<file path="src/rtl/bit_packer_compression.sv">
// Packs variable-length codes LSB-first into OUT_W-bit words; in_last byte-aligns the
// stream with zero padding and emits the final partial word with its byte count.
module bit_packer_compression #(
  parameter int IN_W   = 32,
  parameter int OUT_W  = 32,
  parameter int LEN_W  = 6,
  parameter int BYTE_W = 3
) (
  input  logic              clk,
  input  logic              reset,
  input  logic              in_valid,
  output logic              in_ready,
  input  logic [IN_W-1:0]   in_data,
  input  logic [LEN_W-1:0]  in_len,
  input  logic              in_last,
  output logic              out_valid,
  input  logic              out_ready,
  output logic [OUT_W-1:0]  out_data,
  output logic [BYTE_W-1:0] out_bytes,
  output logic              out_last
);

  localparam int ACC_W = OUT_W + IN_W;
  localparam int CNT_W = $clog2(ACC_W + 1);
  localparam logic [CNT_W-1:0]  C_OUT_W  = CNT_W'(OUT_W);
  localparam logic [LEN_W-1:0]  C_IN_W   = LEN_W'(IN_W);
  localparam logic [BYTE_W-1:0] C_FULL_B = BYTE_W'(OUT_W / 8);

  typedef enum logic {S_RUN, S_FLUSH} state_t;

  state_t              r_state, w_state_nxt;
  logic [ACC_W-1:0]    r_acc, w_acc_nxt;
  logic [CNT_W-1:0]    r_bit_cnt, w_bit_cnt_nxt;
  logic                r_out_valid, w_out_valid_nxt;
  logic [OUT_W-1:0]    r_out_data, w_out_data_nxt;
  logic [BYTE_W-1:0]   r_out_bytes, w_out_bytes_nxt;
  logic                r_out_last, w_out_last_nxt;

  logic                w_fire;
  logic                w_free;
  logic [LEN_W-1:0]    w_len;
  logic [IN_W-1:0]     w_masked;
  logic [CNT_W-1:0]    w_rem_bytes;

  assign in_ready    = reset & (r_state == S_RUN) & (r_bit_cnt < C_OUT_W);
  assign w_fire      = in_valid & in_ready;
  assign w_free      = ~r_out_valid | out_ready;
  assign w_len       = (in_len > C_IN_W) ? C_IN_W : in_len;
  assign w_rem_bytes = (r_bit_cnt + CNT_W'(7)) >> 3;

  always_comb begin
    for (int i = 0; i < IN_W; i++) begin
      w_masked[i] = in_data[i] & (i < int'(w_len));
    end
  end

  always_comb begin
    // NOTE: every next-state value is defaulted first, so no path can infer a latch.
    w_state_nxt     = r_state;
    w_acc_nxt       = r_acc;
    w_bit_cnt_nxt   = r_bit_cnt;
    w_out_valid_nxt = r_out_valid & ~out_ready;
    w_out_data_nxt  = r_out_data;
    w_out_bytes_nxt = r_out_bytes;
    w_out_last_nxt  = r_out_last;

    if (w_fire) begin
      w_acc_nxt     = r_acc | (ACC_W'(w_masked) << r_bit_cnt);
      w_bit_cnt_nxt = r_bit_cnt + CNT_W'(w_len);
      if (in_last) w_state_nxt = S_FLUSH;
    end else if (w_free) begin
      if ((r_state == S_RUN && r_bit_cnt >= C_OUT_W) ||
          (r_state == S_FLUSH && r_bit_cnt > C_OUT_W)) begin
        w_out_valid_nxt = 1'b1;
        w_out_data_nxt  = r_acc[OUT_W-1:0];
        w_out_bytes_nxt = C_FULL_B;
        w_out_last_nxt  = 1'b0;
        w_acc_nxt       = r_acc >> OUT_W;
        w_bit_cnt_nxt   = r_bit_cnt - C_OUT_W;
      end else if (r_state == S_FLUSH) begin
        // Bits at and above bit_cnt are always zero in acc, so this is already padded.
        w_out_valid_nxt = 1'b1;
        w_out_data_nxt  = r_acc[OUT_W-1:0];
        w_out_bytes_nxt = BYTE_W'(w_rem_bytes);
        w_out_last_nxt  = 1'b1;
        w_acc_nxt       = '0;
        w_bit_cnt_nxt   = '0;
        w_state_nxt     = S_RUN;
      end
    end
  end

  // NOTE: sequential state uses non-blocking assignments so all registers update together.
  always_ff @(posedge clk or negedge reset) begin
    if (!reset) begin
      r_state     <= S_RUN;
      r_acc       <= '0;
      r_bit_cnt   <= '0;
      r_out_valid <= 1'b0;
      r_out_data  <= '0;
      r_out_bytes <= '0;
      r_out_last  <= 1'b0;
    end else begin
      r_state     <= w_state_nxt;
      r_acc       <= w_acc_nxt;
      r_bit_cnt   <= w_bit_cnt_nxt;
      r_out_valid <= w_out_valid_nxt;
      r_out_data  <= w_out_data_nxt;
      r_out_bytes <= w_out_bytes_nxt;
      r_out_last  <= w_out_last_nxt;
    end
  end

  assign out_valid = r_out_valid;
  assign out_data  = r_out_data;
  assign out_bytes = r_out_bytes;
  assign out_last  = r_out_last;

endmodule

</file>
<file path="config.mk">
export PLATFORM = sky130hd
export DESIGN_NAME = bit_packer_compression
export DESIGN_NICKNAME = d
export VERILOG_FILES = /design/src/rtl/bit_packer_compression.sv
export SDC_FILE = /design/constraint.sdc
export NUM_CORES = 1
export LEC_CHECK = 0
export CORE_MARGIN = 4
export CORE_UTILIZATION = 40
export DETAILED_ROUTE_END_ITERATION = 10
export DONT_BUFFER_PORTS = 1
export REMOVE_ABC_BUFFERS = 1
export SKIP_LAST_GASP = 1
export SLEW_MARGIN = 10
export SYNTH_ARGS = -nofsm -noshare
export SYNTH_HDL_FRONTEND = slang
export SYNTH_SLANG_ARGS = --single-unit
</file>
<file path="constraint.sdc">
create_clock -name clk -period 3.5 [get_ports clk]
set_input_delay 0.175 -clock clk [delete_from_list [all_inputs] [get_ports clk]]
set_output_delay 0.175 -clock clk [all_outputs]
set_load 0.02 [all_outputs]
</file>
# Yosys cells after proc, flatten, opt, wreduce, memory -nomap -nowiden
# Cells that the tools add are included.
[classes] n_reduce_logical=9 n_lt_le_gt_ge=36 eq_ne=2 bitwise_logic=42 add_sub_neg=3 n_shift=1 n_mux=23
[ops] cell="two-way mux 64 bit" n=4
[ops] cell="less-than comparator 5 x 6 -> 1 bit, first input constant" n=16
[ops] cell="two-way mux 32 bit" n=2
[ops] cell="bitwise OR 64 bit" n=1
[ops] cell="<< shifter 32 x 7 -> 64 bit" n=1
[ops] cell="less-than comparator 4 x 6 -> 1 bit, first input constant" n=8
[ops] cell="bitwise AND 1 bit" n=36
[ops] cell="two-way mux 7 bit" n=4
[ops] cell="less-than comparator 3 x 6 -> 1 bit, first input constant" n=4
[ops] cell="less-than comparator 1 x 6 -> 1 bit, first input constant" n=2
[ops] cell="less-than comparator 2 x 6 -> 1 bit, first input constant" n=2
[ops] cell="two-way mux 1 bit" n=10
[ops] cell="adder 7 x 6 -> 7 bit" n=1
[ops] cell=">= comparator 7 x 6 -> 1 bit, second input constant" n=1
[ops] cell="greater-than comparator 7 x 6 -> 1 bit, second input constant" n=1
[ops] cell="less-than comparator 7 x 6 -> 1 bit, second input constant" n=1
[ops] cell="subtractor 7 x 6 -> 7 bit, second input constant" n=1
[ops] cell="adder 6 x 3 -> 6 bit, second input constant" n=1
[ops] cell="greater-than comparator 6 bit, second input constant" n=1
[ops] cell="two-way mux 3 bit" n=2
[ops] cell="two-way mux 6 bit" n=1
[ops] cell="AND reduction 3 bit" n=2
[ops] cell="!= test 2 bit, second input constant" n=2
[ops] cell="NOT 1 bit" n=4
[ops] cell="other kinds (6)" n=8
[totals] out_inout_bits=38 regBits=109 word_cells=123 in_bits=43

# Longest topological paths before layout
[depth] word_depth=7 mapped_depth=14

# Worst setup path before layout
# Ideal clock, no wire load.
[synth_path] path_type="register to register" from="register r_bit_cnt[1]" to="register r_acc[51]" setup_ns=0.145 period_less_slack_ns=2.577 setup_slack_ns=0.923 t_arrival_ns=2.432 required_time_ns=3.355 stages_incl_launch_ff=10 cell_sequence="dfrtp_1 > clkbuf_1 > or3_1 > clkbuf_1 > o31ai_1 > and2_1 > nand2_1 > clkbuf_1 > a221oi_1 > o221ai_1"
[synth_via] elab_chain_len=6 elab_cells_between_ends=16 classes_between="order compare (3); shift (1); mux (3); bitwise (3); reduce/logical (6)"
[synth_lines] element="start: declaration" line_no="33" text="logic [CNT_W-1:0] r_bit_cnt, w_bit_cnt_nxt;"
[synth_lines] element="start signal: assignment" line_no="106" text="r_bit_cnt <= w_bit_cnt_nxt;"
[synth_lines] element=">= comparator 7 x 6 -> 1 bit / greater-than comparator 7 x 6 -> 1 bit (equally long branches)" line_no="72, 73"
[synth_lines] element="logical AND 1 bit, on equally long branches" line_no="72, 73"
[synth_lines] element="logical OR 1 bit" line_no="72" text="if ((r_state == S_RUN && r_bit_cnt >= C_OUT_W) ||"
[synth_lines] element="two-way mux 64 bit" line_no="72"
[synth_lines] element="two-way mux 64 bit" line_no="71" text="end else if (w_free) begin"
[synth_lines] element="two-way mux 64 bit" line_no="67" text="if (w_fire) begin"
[synth_lines] element="end signal: assignment" line_no="105" text="r_acc <= w_acc_nxt;"
[synth_lines] element="end: declaration" line_no="32" text="logic [ACC_W-1:0] r_acc, w_acc_nxt;"
# Parallel ways exist; a longest one is shown, timed or not. The select of a mux whose other input is x is not followed.
# A chain may end at the register's enable or synchronous reset.

# Worst setup path after layout
[layout_path] from="register r_bit_cnt[0]" to="register r_acc[18]"
# The elaborated chain is that of the path after synthesis.

==> metrics.md <==
| Metric | Value |
|---|---|
| Met2 usage | `0.412` |
| PD cells | `878 nW/um^2` |
| Nets | `1087` |
| Final worst path period share | `0.894` |
| Data arrival, critical path | `3.42 ns` |
| Critical Path Slowest Stage Cell | `dfrtp_1` |
| Area Growth Syn to Fin | `8.58%` |
| Critical Path Max Stage Delay | `0.64 ns` |
| Die Width | `153 um` |
| Die height | `153 um` |
| Routed WL per cell | `24.5 um` |
| Worst rel slew slack | `0.347` |
| Root buffer cell | `clkbuf_16` |
| DR iter-0 viols | `1015` |
| Yosys synthesis warning count | `0` |
| #FFs+latches synth | `109` |
| R2r startpoint | `r_bit_cnt[0]` |
| Status | `complete, no violations` |
| Time the worst path needs with I/O delays and setup | `3.13 ns` |
| # Post-CTS Setup Buffers | `0` |
| H-tree Lvls | `3` |
| Cells after DPL | `1292` |
| Post-synthesis cell area | `8450 um^2` |
| Routed WL | `32100 um` |
| Yosys top cell area share | `0.323` |
| Ys flop type | `dfrtp_1` |
| Starting Density | `0.413` |
| Worst-Margin Slew | `0.980 ns` |
| Core Rows | `52` |
| Final Hold Fails | `0` |
| Clock Skews | `0.0113 ns` |
| CP Max Fanout | `21` |
| Peak Freq | `320 MHz` |
| I/O pins | `81` |
| CTS tree | `built` |
| Setup TNS | `0 ns` |
| Worst-Skew Late Latency | `0.36 ns` |
| HP Class | `primary input to flip-flop` |
| Share of cells above drive strength 1 | `0.103` |
| Crit. End Element | `flip-flop` |
| GRT busiest layer | `met2` |
| Grt met3 use | `0.0546` |
| RSZ-0062 raised after global routing | `no` |
| Grt ovf | `0` |
| DRT Pass-1 Iters | `5` |
| Worst setup path category | `flip-flop to flip-flop` |
| Resized Gates After CTS | `0` |
| Top post-synthesis cells by area | `dfrtp_1 (32%), nand2_1 (8.9%), a21oi_1 (4.3%), nor2_1 (3.5%), mux2i_1 (3.4%)` |
| Worst r2r path cells | `8` |
| Drt drc | `0` |
| CTS buffer count | `9` |
| Post-synthesis sequential area ratio | `0.323` |
| Antenna violations before repair | `0` |
| Yosys cell types | `91` |
| Reg-to-reg endpoint | `r_acc[18]` |
| Required @ worst endpoint | `3.79 ns` |
| Area leader, netlist | `dfrtp_1` |
| All-Layer GR Usage | `0.266` |
| Slew Limit Fails | `0` |
| Placed Area | `8820 um^2` |
| Crit path capture | `r_acc[18]` |
| Multi-input logic area | `5280 um^2` |
| Final setup vio count | `0` |
| Fillcell total | `2102` |
| Final GP Congestion | `1.00` |
| Post-route cell area | `9180 um^2` |
| Critical Path Source | `r_bit_cnt[0]` |
| Most frequent CP cell | `mux2i_1` |
| Final Util | `0.448` |
| Maximum vdd drop | `0.391 mV` |
| Antenna cells | `0` |
| Clock Path Buffers | `2` |
| Register clock-pin slew on the reported worst setup and hold paths | `0.08 ns` |
| Mapped Cells | `1063` |
| Vias per cell | `6.63` |
| Vias in the first global route | `8288` |
| Static Leak | `3.88 nW` |
| First-pass GRT wire length | `50200 um` |
| Hold Crit Depth | `2` |
| Syn avg cell area | `7.95 um^2` |
| Largest net degree at the start of global routing | `110` |
| MaxCap Viol Count | `0` |
| Via count | `8689` |
| Reg-to-reg slack, setup | `0.37 ns` |
| Post-DP HPWL | `22900 um` |
| Finished Layout Cells | `1311` |
| Register area | `2730 um^2` |
| Met1 usage | `0.369` |
| Crit start category | `flip-flop` |
| Total die area | `23500 um^2` |
| Core region area | `20500 um^2` |
| Final antenna-violating net count | `0` |
| Async set or reset register ratio after synthesis | `1.00` |
| Number of synthesized flops with an enable pin | `0` |
| PortBufs | `0` |
| Critical Path, Cell by Cell | `buf_4, mux2i_1, a211oi_1, o22ai_1, a221oi_1, mux2i_1, o311a_1, o21ai_1` |
| Clock sinks | `109` |
==> power by group <==
part | switching [mW] | total (mW) | internal, mW
sequential | 0.565 | 2.28 | 1.71
clock | 0.502 | 1.13 | 0.632
combinational | 3.06 | 4.65 | 1.58
==> cells in the mapped netlist (10+ instances only) <==
library cell  number
a221oi_1          18
inv_1             22
a31oi_1           14
buf_2             16
o22ai_1           14
o211ai_1          18
a211oi_1          19
o21ai_1           17
nor3_1            31
mux2_2            11
nand3_1           20
nor2_1            78
o31ai_1           11
dfrtp_1          109
a221o_1           10
o21ai_0           42
a21oi_1           72
nand2_1          201
mux2i_1           29
clkbuf_1          65
==> worst min-delay path by stage <==
| stage | from | endpoint |
|---|---|---|
| finish | out_ready | out_valid |
| global route | out_ready | out_valid |
| CTS | out_ready | out_valid |
| detailed placement | reset | out_data[3] |
| global placement | reset | out_data[3] |
| floorplan | reset | out_bytes[0] |
==> state kept, by name, indices dropped and copies added (netlist names) <==
| register | count |
|---|---|
| out_bytes | 3 |
| out_data | 32 |
| out_last | 1 |
| out_valid | 1 |
| r_acc | 64 |
| r_bit_cnt | 7 |
| r_state | 1 |
==> logic make-up after synthesis <==
kind of cell               count (synthesis)  share of synthesized area
and+or+nand+nor                          406                      0.216
AOI/OAI and AO/OA                        374                      0.320
buffers and inverters                    113                     0.0548
DFF                                      109                      0.323
muxes                                     47                     0.0676
adders and majority gates                  8                     0.0127
xor gates and xnor gates                   6                    0.00622
==> layout by cell type, fill, tap and decap left out, types with 10 or more instances in the layout <==
cell type,count
a211oi_1,19
a21oi_1,72
a221o_1,10
a221oi_1,18
a31oi_1,14
buf_4,45
dfrtp_1,109
inv_1,22
mux2_2,11
mux2i_1,29
nand2_1,200
nand3_1,20
nor2_1,77
nor3_1,30
o211ai_1,18
o21ai_0,42
o21ai_1,17
o22ai_1,14
o31ai_1,11
==> worst max-delay path: cells and delay by family (launching register included) <==
kind / cells / cell delay, ns
AO/OA/AOI/OAI: 5 / 1.68
flip-flops: 1 / 0.64
buffers and inverters: 1 / 0.35
multiplexers: 2 / 0.36
==> through the flow <==
step	hold WS, ns	power, mW	setup WS (ns)
final	0.0897	8.06	0.370
after global routing	0.108	8.59	0.208
after CTS	0.0692	7.99	0.439
after detailed placement	-0.117	6.80	0.461
after global placement	-0.116	6.77	0.528
after floorplan	-0.121	5.16	-0.990
==> routing by layer <==
metal  part of all wire  wire [um]
met1               0.42      13600
met2               0.45      14400
met3              0.089       2840
met4              0.038       1220
met5                  0          0
==> final cells by class <==
| class | instances | area share |
|---|---|---|
| clock buffer | 11 | 0.0254 |
| inverter | 25 | 0.0102 |
| multi-input combinational | 841 | 0.575 |
| tap | 270 | 0.0368 |
| sequential | 109 | 0.297 |
| timing repair buffer | 50 | 0.0463 |
| clock inverter | 5 | 0.00913 |
==> repair_timing <==
item | 4_1_cts | 5_1_grt
setup endpoints to repair | 0 | 0
endpoints found under the hold margin | 110 | 0
hold buffers | 3 | 0
No activity file was read; power rests on OpenSTA's default activity.
